--- src/rtl/instr_decode_stage.sv ---
// rtl/instr_decode_stage.sv - pipelined instruction decode stage with skid buffer
// Decodes one instruction per cycle into a registered bundle; illegal instructions are counted.
module instr_decode_stage #(
    parameter int XLEN  = 32,
    parameter int ID_W  = 8,
    parameter int CNT_W = 16
) (
    input  logic             clk,
    input  logic             rst,
    input  logic             in_valid,
    output logic             in_ready,
    input  logic [31:0]      in_ir,
    input  logic [XLEN-1:0]  in_pc,
    input  logic             flush,
    output logic             out_valid,
    input  logic             out_ready,
    output logic [ID_W-1:0]  out_id,
    output logic [XLEN-1:0]  out_rs,
    output logic [XLEN-1:0]  out_rt,
    output logic [XLEN-1:0]  out_rd,
    output logic [XLEN-1:0]  out_wreg,
    output logic [XLEN-1:0]  out_imm,
    output logic [4:0]       out_shamt,
    output logic [XLEN-1:0]  out_target,
    output logic [XLEN-1:0]  out_pc,
    output logic             out_illegal,
    output logic [CNT_W-1:0] illegal_cnt
);

    typedef struct packed {
        logic [ID_W-1:0] id;
        logic [4:0]      rs;
        logic [4:0]      rt;
        logic [4:0]      rd;
        logic [4:0]      wreg;
        logic [XLEN-1:0] imm;
        logic [4:0]      shamt;
        logic [25:0]     target;
        logic [XLEN-1:0] pc;
        logic            illegal;
    } bundle_t;

    typedef enum logic [1:0] {IMM_NONE, IMM_SEXT, IMM_ZEXT} imm_kind_t;
    typedef enum logic [1:0] {WR_NONE, WR_RD, WR_RT, WR_RA} wreg_kind_t;

    bundle_t    dec;
    bundle_t    out_q;
    bundle_t    skid_q;
    logic       skid_valid;
    logic [5:0] op;
    logic [5:0] fn;
    logic [4:0] id5;
    imm_kind_t  imm_kind;
    wreg_kind_t wreg_kind;
    logic       in_xfer;
    logic       out_xfer;

    assign op = in_ir[31:26];
    assign fn = in_ir[5:0];

    always_comb begin
        id5       = 5'd0;
        imm_kind  = IMM_NONE;
        wreg_kind = WR_NONE;
        case (op)
            6'b000001: begin
                wreg_kind = WR_RD;
                case (fn)
                    6'b000000: id5 = 5'd1;
                    6'b000001: id5 = 5'd2;
                    6'b000010: id5 = 5'd3;
                    6'b000011: id5 = 5'd4;
                    6'b000100: id5 = 5'd5;
                    6'b000101: id5 = 5'd6;
                    default: begin
                        id5       = 5'd0;
                        wreg_kind = WR_NONE;
                    end
                endcase
            end
            6'b001000: begin id5 = 5'd7;  imm_kind = IMM_SEXT; wreg_kind = WR_RT; end
            6'b001001: begin id5 = 5'd8;  imm_kind = IMM_SEXT; wreg_kind = WR_RT; end
            6'b001100: begin id5 = 5'd9;  imm_kind = IMM_ZEXT; wreg_kind = WR_RT; end
            6'b100011: begin id5 = 5'd10; imm_kind = IMM_SEXT; wreg_kind = WR_RT; end
            6'b101011: begin id5 = 5'd11; imm_kind = IMM_SEXT; end
            6'b000100: begin id5 = 5'd12; imm_kind = IMM_SEXT; end
            6'b000101: begin id5 = 5'd13; imm_kind = IMM_SEXT; end
            6'b000010: id5 = 5'd14;
            6'b000011: begin id5 = 5'd15; wreg_kind = WR_RA; end
            6'b010101: id5 = 5'd16;
            default:   id5 = 5'd0;
        endcase

        // Register fields are extracted unconditionally; only imm/wreg depend on the type.
        dec         = '0;
        dec.id      = ID_W'(id5);
        dec.illegal = (id5 == 5'd0);
        dec.rs      = in_ir[25:21];
        dec.rt      = in_ir[20:16];
        dec.rd      = in_ir[15:11];
        dec.shamt   = in_ir[10:6];
        dec.target  = in_ir[25:0];
        dec.pc      = in_pc;
        case (imm_kind)
            IMM_SEXT: dec.imm = {{(XLEN-16){in_ir[15]}}, in_ir[15:0]};
            IMM_ZEXT: dec.imm = {{(XLEN-16){1'b0}}, in_ir[15:0]};
            default:  dec.imm = '0;
        endcase
        case (wreg_kind)
            WR_RD:   dec.wreg = in_ir[15:11];
            WR_RT:   dec.wreg = in_ir[20:16];
            WR_RA:   dec.wreg = 5'd31;
            default: dec.wreg = 5'd0;
        endcase
    end

    // in_ready derives only from skid state, never from out_ready.
    assign in_ready = !skid_valid && !rst;
    assign in_xfer  = in_valid && in_ready;
    assign out_xfer = out_valid && out_ready;

    always_ff @(posedge clk or posedge rst) begin
        if (rst) begin
            out_q      <= '0;
            skid_q     <= '0;
            out_valid  <= 1'b0;
            skid_valid <= 1'b0;
        end else if (flush) begin
            out_valid  <= 1'b0;
            skid_valid <= 1'b0;
        end else if (out_xfer || !out_valid) begin
            if (skid_valid) begin
                out_q      <= skid_q;
                out_valid  <= 1'b1;
                skid_valid <= 1'b0;
            end else if (in_xfer) begin
                out_q     <= dec;
                out_valid <= 1'b1;
            end else begin
                out_valid <= 1'b0;
            end
        end else if (in_xfer) begin
            skid_q     <= dec;
            skid_valid <= 1'b1;
        end
    end

    always_ff @(posedge clk or posedge rst) begin
        if (rst) begin
            illegal_cnt <= '0;
        end else if (in_xfer && !flush && dec.illegal && (illegal_cnt != {CNT_W{1'b1}})) begin
            illegal_cnt <= illegal_cnt + CNT_W'(1);
        end
    end

    assign out_id      = out_q.id;
    assign out_rs      = XLEN'(out_q.rs);
    assign out_rt      = XLEN'(out_q.rt);
    assign out_rd      = XLEN'(out_q.rd);
    assign out_wreg    = XLEN'(out_q.wreg);
    assign out_imm     = out_q.imm;
    assign out_shamt   = out_q.shamt;
    assign out_target  = XLEN'(out_q.target);
    assign out_pc      = out_q.pc;
    assign out_illegal = out_q.illegal;

endmodule

--- config.mk ---
export PLATFORM = sky130hd
export DESIGN_NAME = instr_decode_stage
export DESIGN_NICKNAME = d
export VERILOG_FILES = /design/src/rtl/instr_decode_stage.sv
export SDC_FILE = /design/constraint.sdc
export NUM_CORES = 1
export LEC_CHECK = 0
export ABC_AREA = 1
export BUFFER_PORTS_ARGS = -buffer_cell sky130_fd_sc_hd__clkbuf_2
export CAP_MARGIN = 25
export CORE_ASPECT_RATIO = 2
export CORE_MARGIN = 2
export CORE_UTILIZATION = 52
export DETAILED_ROUTE_END_ITERATION = 6
export GPL_TIMING_DRIVEN = 0
export PLACE_DENSITY = 0.82
export SYNTH_ARGS = -nofsm -noshare
export SYNTH_HDL_FRONTEND = slang
export SYNTH_SLANG_ARGS = --single-unit
--- constraint.sdc ---
create_clock -name clk -period 7.11 [get_ports clk]
set_input_delay 0.711 -clock clk [delete_from_list [all_inputs] [get_ports clk]]
set_output_delay 0.711 -clock clk [all_outputs]
set_load 0.005 [all_outputs]
==> results.json <==
{
  "dp_hpwl_um": 22400,
  "synth_area_um2": 9990,
  "clk_pin_slew_ps": 70,
  "status": "finished clean",
  "cts_made_buffers": 17,
  "crit_path_end_kind": "register",
  "period_minus_slack_ps": 2920,
  "cp_max_fo": 10,
  "diodes": 0,
  "synth_compound_area_share_pct": 13.5,
  "muxShareOfSynthArea_pct": 0,
  "fin_skew_ps": 8.52,
  "final-hold-violation-count": 0,
  "cp.arrival_ps": 3230,
  "root_buffer": "clkbuf_16",
  "layout_common_cells": "nand2_1 (316), clkbuf_2 (207), o21ai_0 (205)",
  "worstPathCellList": "clkbuf_2 > nor2_4 > nand2_1 > nor2_1 > inv_1 > nand3_1 > inv_1 > ha_1 > o21bai_1 > clkbuf_1 > nor2_1 > o21ai_0 > o21ai_0",
  "max_freq_mhz": 342,
  "routabilityCongestion": 0.980,
  "initial_core_util_pct": 53.0,
  "final_common_cell": "nand2_1",
  "synth_edf_count": 0,
  "layout.area.seq_um2": 4750,
  "io_buffers": 207,
  "ys_types": 34,
  "utilization_pct": 65.8,
  "cts_buffer_depth": 2,
  "syn_avg_cell_area_um2": 8.15,
  "first_pass_iters": 5,
  "cts_resized": 0,
  "yosys.area_share.simple_pct": 18.6,
  "cp_slowest_cell": "o21bai_1",
  "hp-class": "primary input to asynchronous set/reset pin",
  "finalPower_mw": 2.88,
  "drtIter0Drc": 546,
  "synth_cells": 1225,
  "vias": 8918,
  "fillers": 1651,
  "yosysTopAreaCell": "dfrtp_1",
  "start_kind": "primary input",
  "clk_latency_ps": 440,
  "relSlewSlack_pct": 56.4,
  "slew_viol_final": 0,
  "async_reset_ff_share_pct": 100,
  "finalSetupViolCount": 0,
  "drive_gt1_share_pct": 28.3,
  "leakagePower_nw": 6.99,
  "cap_viol_max_count": 0,
  "cp.required_ps": 7420,
  "crit_path_max_incr_delay_ps": 470,
  "antenna_found_initial": 0,
  "worstSetupPathType": "primary input to register",
  "cts.sinks": 190,
  "worst_slew_pin_slew_ps": 654,
  "rsz0062_at_grt": "false",
  "pin_count": 325,
  "synth.top_cell.area_share_pct": 47.6,
  "layout_setup_ws_ps": 4190,
  "grt_pass1_vias": 8600,
  "crit_family": "compound AO/OA/AOI/OAI gates",
  "critPathBufInv": 4,
  "postCtsSetupRepairBufs": 0,
  "drt-total-wl_um": 28800,
  "synthXorXnorAreaFrac_pct": 1.32,
  "row_count": 71,
  "grt-ovfl-total": 0,
  "ir_drop_mv": 0.173,
  "fin_nets": 1640,
  "yosys_most_used_dff": "dfrtp_1",
  "die_h_um": 200,
  "dieArea_um2": 20400,
  "antenna_left": 0,
  "viasPerCell": 4.86,
  "drc_errors": 0,
  "hold_buffers": 0,
  "ys.warnings.count": 0,
  "htreeDepth": 4,
  "place_ws_ps": 3770,
  "fin_crit_sh_pct": 41.1,
  "grt_first_pass_wirelength_um": 44100,
  "post_drt_wl_per_cell_um": 15.7,
  "die_w_um": 102,
  "seq_area_frac_synth_pct": 47.6,
  "cts_tree": "built",
  "area_delta_synth_final_pct": 24.1,
  "ys_ff_latch": 190,
  "synth_top_family_by_area": "simple AND/OR/NAND/NOR gates",
  "grt_max_degree": 101,
  "synth-adder-area-share_pct": 0.376,
  "power.density_nw_per_um2": 232,
  "core_area_um2": 18800,
  "multiInputGateArea_um2": 3810,
  "grt_use_total_pct": 28.5,
  "synth.area.top_cells": "dfrtp_1 (48%), nand2_1 (12%), buf_4 (12%), o21ai_0 (10%), inv_1 (3.8%)"
}
==> power breakdown <==
| part | internal [mW] | switching (mW) |
|---|---|---|
| Sequential | 1.26 | 0.114 |
| Combinational | 0.257 | 0.281 |
| Clock | 0.561 | 0.403 |
==> cell type report <==
| cell class | instances | area share (%) |
|---|---|---|
| Multi-Input combinational cell | 832 | 30.8 |
| Inverter | 109 | 3.36 |
| Buffer | 210 | 11.7 |
| Clock buffer | 25 | 4.08 |
| Timing Repair Buffer | 208 | 8.58 |
| Sequential cell | 190 | 38.4 |
| Clock inverter | 5 | 0.646 |
| Tap cell | 255 | 2.57 |
==> worst reg2reg max path, delay by kind of cell, from the launching register on <==
| family | cells | cell delay [ps] |
|---|---|---|
| compound gates | 2 | 310 |
| simple gates | 1 | 100 |
| buf+inv | 4 | 1370 |
| flops | 1 | 360 |
==> cell families (layout without fill, tap and decap cells) <==
family                   Yosys count  count (layout)
buffers and inverters            319             557
XOR/XNOR                          15              15
flip-flops                       190             190
other                              1             117
adder cells (fa/ha/maj)            3               3
AO/OA/AOI/OAI                    265             265
AND/OR/NAND/NOR                  432             432
==> per-layer routing <==
| layer | GRT usage, % | routed length, um |
|---|---|---|
| met5 | 0 | 0 |
| met4 | 18.2 | 1800 |
| met3 | 6.55 | 1810 |
| met2 | 52.3 | 15600 |
| met1 | 27.9 | 9570 |
==> stage by stage <==
step | std cells | hold slack (ps) | cell area, um^2 | TNS [ps]
after CTS | 1834 | 425 | 12400 | 0
after global routing | 1834 | 448 | 12400 | 0
after floorplan | 1341 | 448 | 10400 | 0
final | 1834 | 394 | 12400 | 0
after global placement | 1803 | 460 | 11800 | -175740
after detailed placement | 1804 | 468 | 11800 | 0
==> synthesized netlist by cell type, types with 2 or more instances <==
| cell type | n |
|---|---|
| clkbuf_1 | 33 |
| nor3_1 | 5 |
| nor4_1 | 2 |
| nor2_4 | 8 |
| xnor2_1 | 3 |
| xor2_1 | 12 |
| inv_2 | 8 |
| buf_1 | 2 |
| buf_6 | 8 |
| nand3_2 | 10 |
| nor2_1 | 49 |
| a31oi_1 | 6 |
| o21ai_0 | 205 |
| buf_2 | 12 |
| buf_4 | 155 |
| nand2_2 | 2 |
| nand2_1 | 316 |
| inv_1 | 101 |
| nor2_2 | 4 |
| o21ai_1 | 45 |
| nand4_1 | 2 |
| dfrtp_1 | 190 |
| ha_1 | 3 |
| a21oi_1 | 4 |
| o211ai_1 | 2 |
| nand3_1 | 30 |
==> state kept, by name, summed over array words and instances, names as in the netlist, 5 cells and up <==
signal and count:
out_id 5, skid_q 86, out_wreg 5, illegal_cnt 16, out_rs 5, out_imm 17, out_target 9, out_pc 32
==> path summary, 6_finish.rpt <==
path                                        startpoint                     endpoint  slack, ps  cells past startpoint
worst max register to register  skid_valid$_DFFE_PP0P_        out_rd[3]$_DFFE_PP0P_       4840                      7
worst max-delay path                         in_ir[30]       out_imm[4]$_DFFE_PP0P_       4190                     13
min in group clk                out_pc[11]$_DFFE_PP0P_       out_pc[11]$_DFFE_PP0P_        480                      2
worst min-delay path                               rst  illegal_cnt[13]$_DFFE_PP0P_        390                      2
max in group asynchronous                          rst       skid_q[14]$_DFFE_PP0P_       5770                      3
worst min register to register  out_pc[11]$_DFFE_PP0P_       out_pc[11]$_DFFE_PP0P_        480                      2
Power figures use the tool's default switching activity.
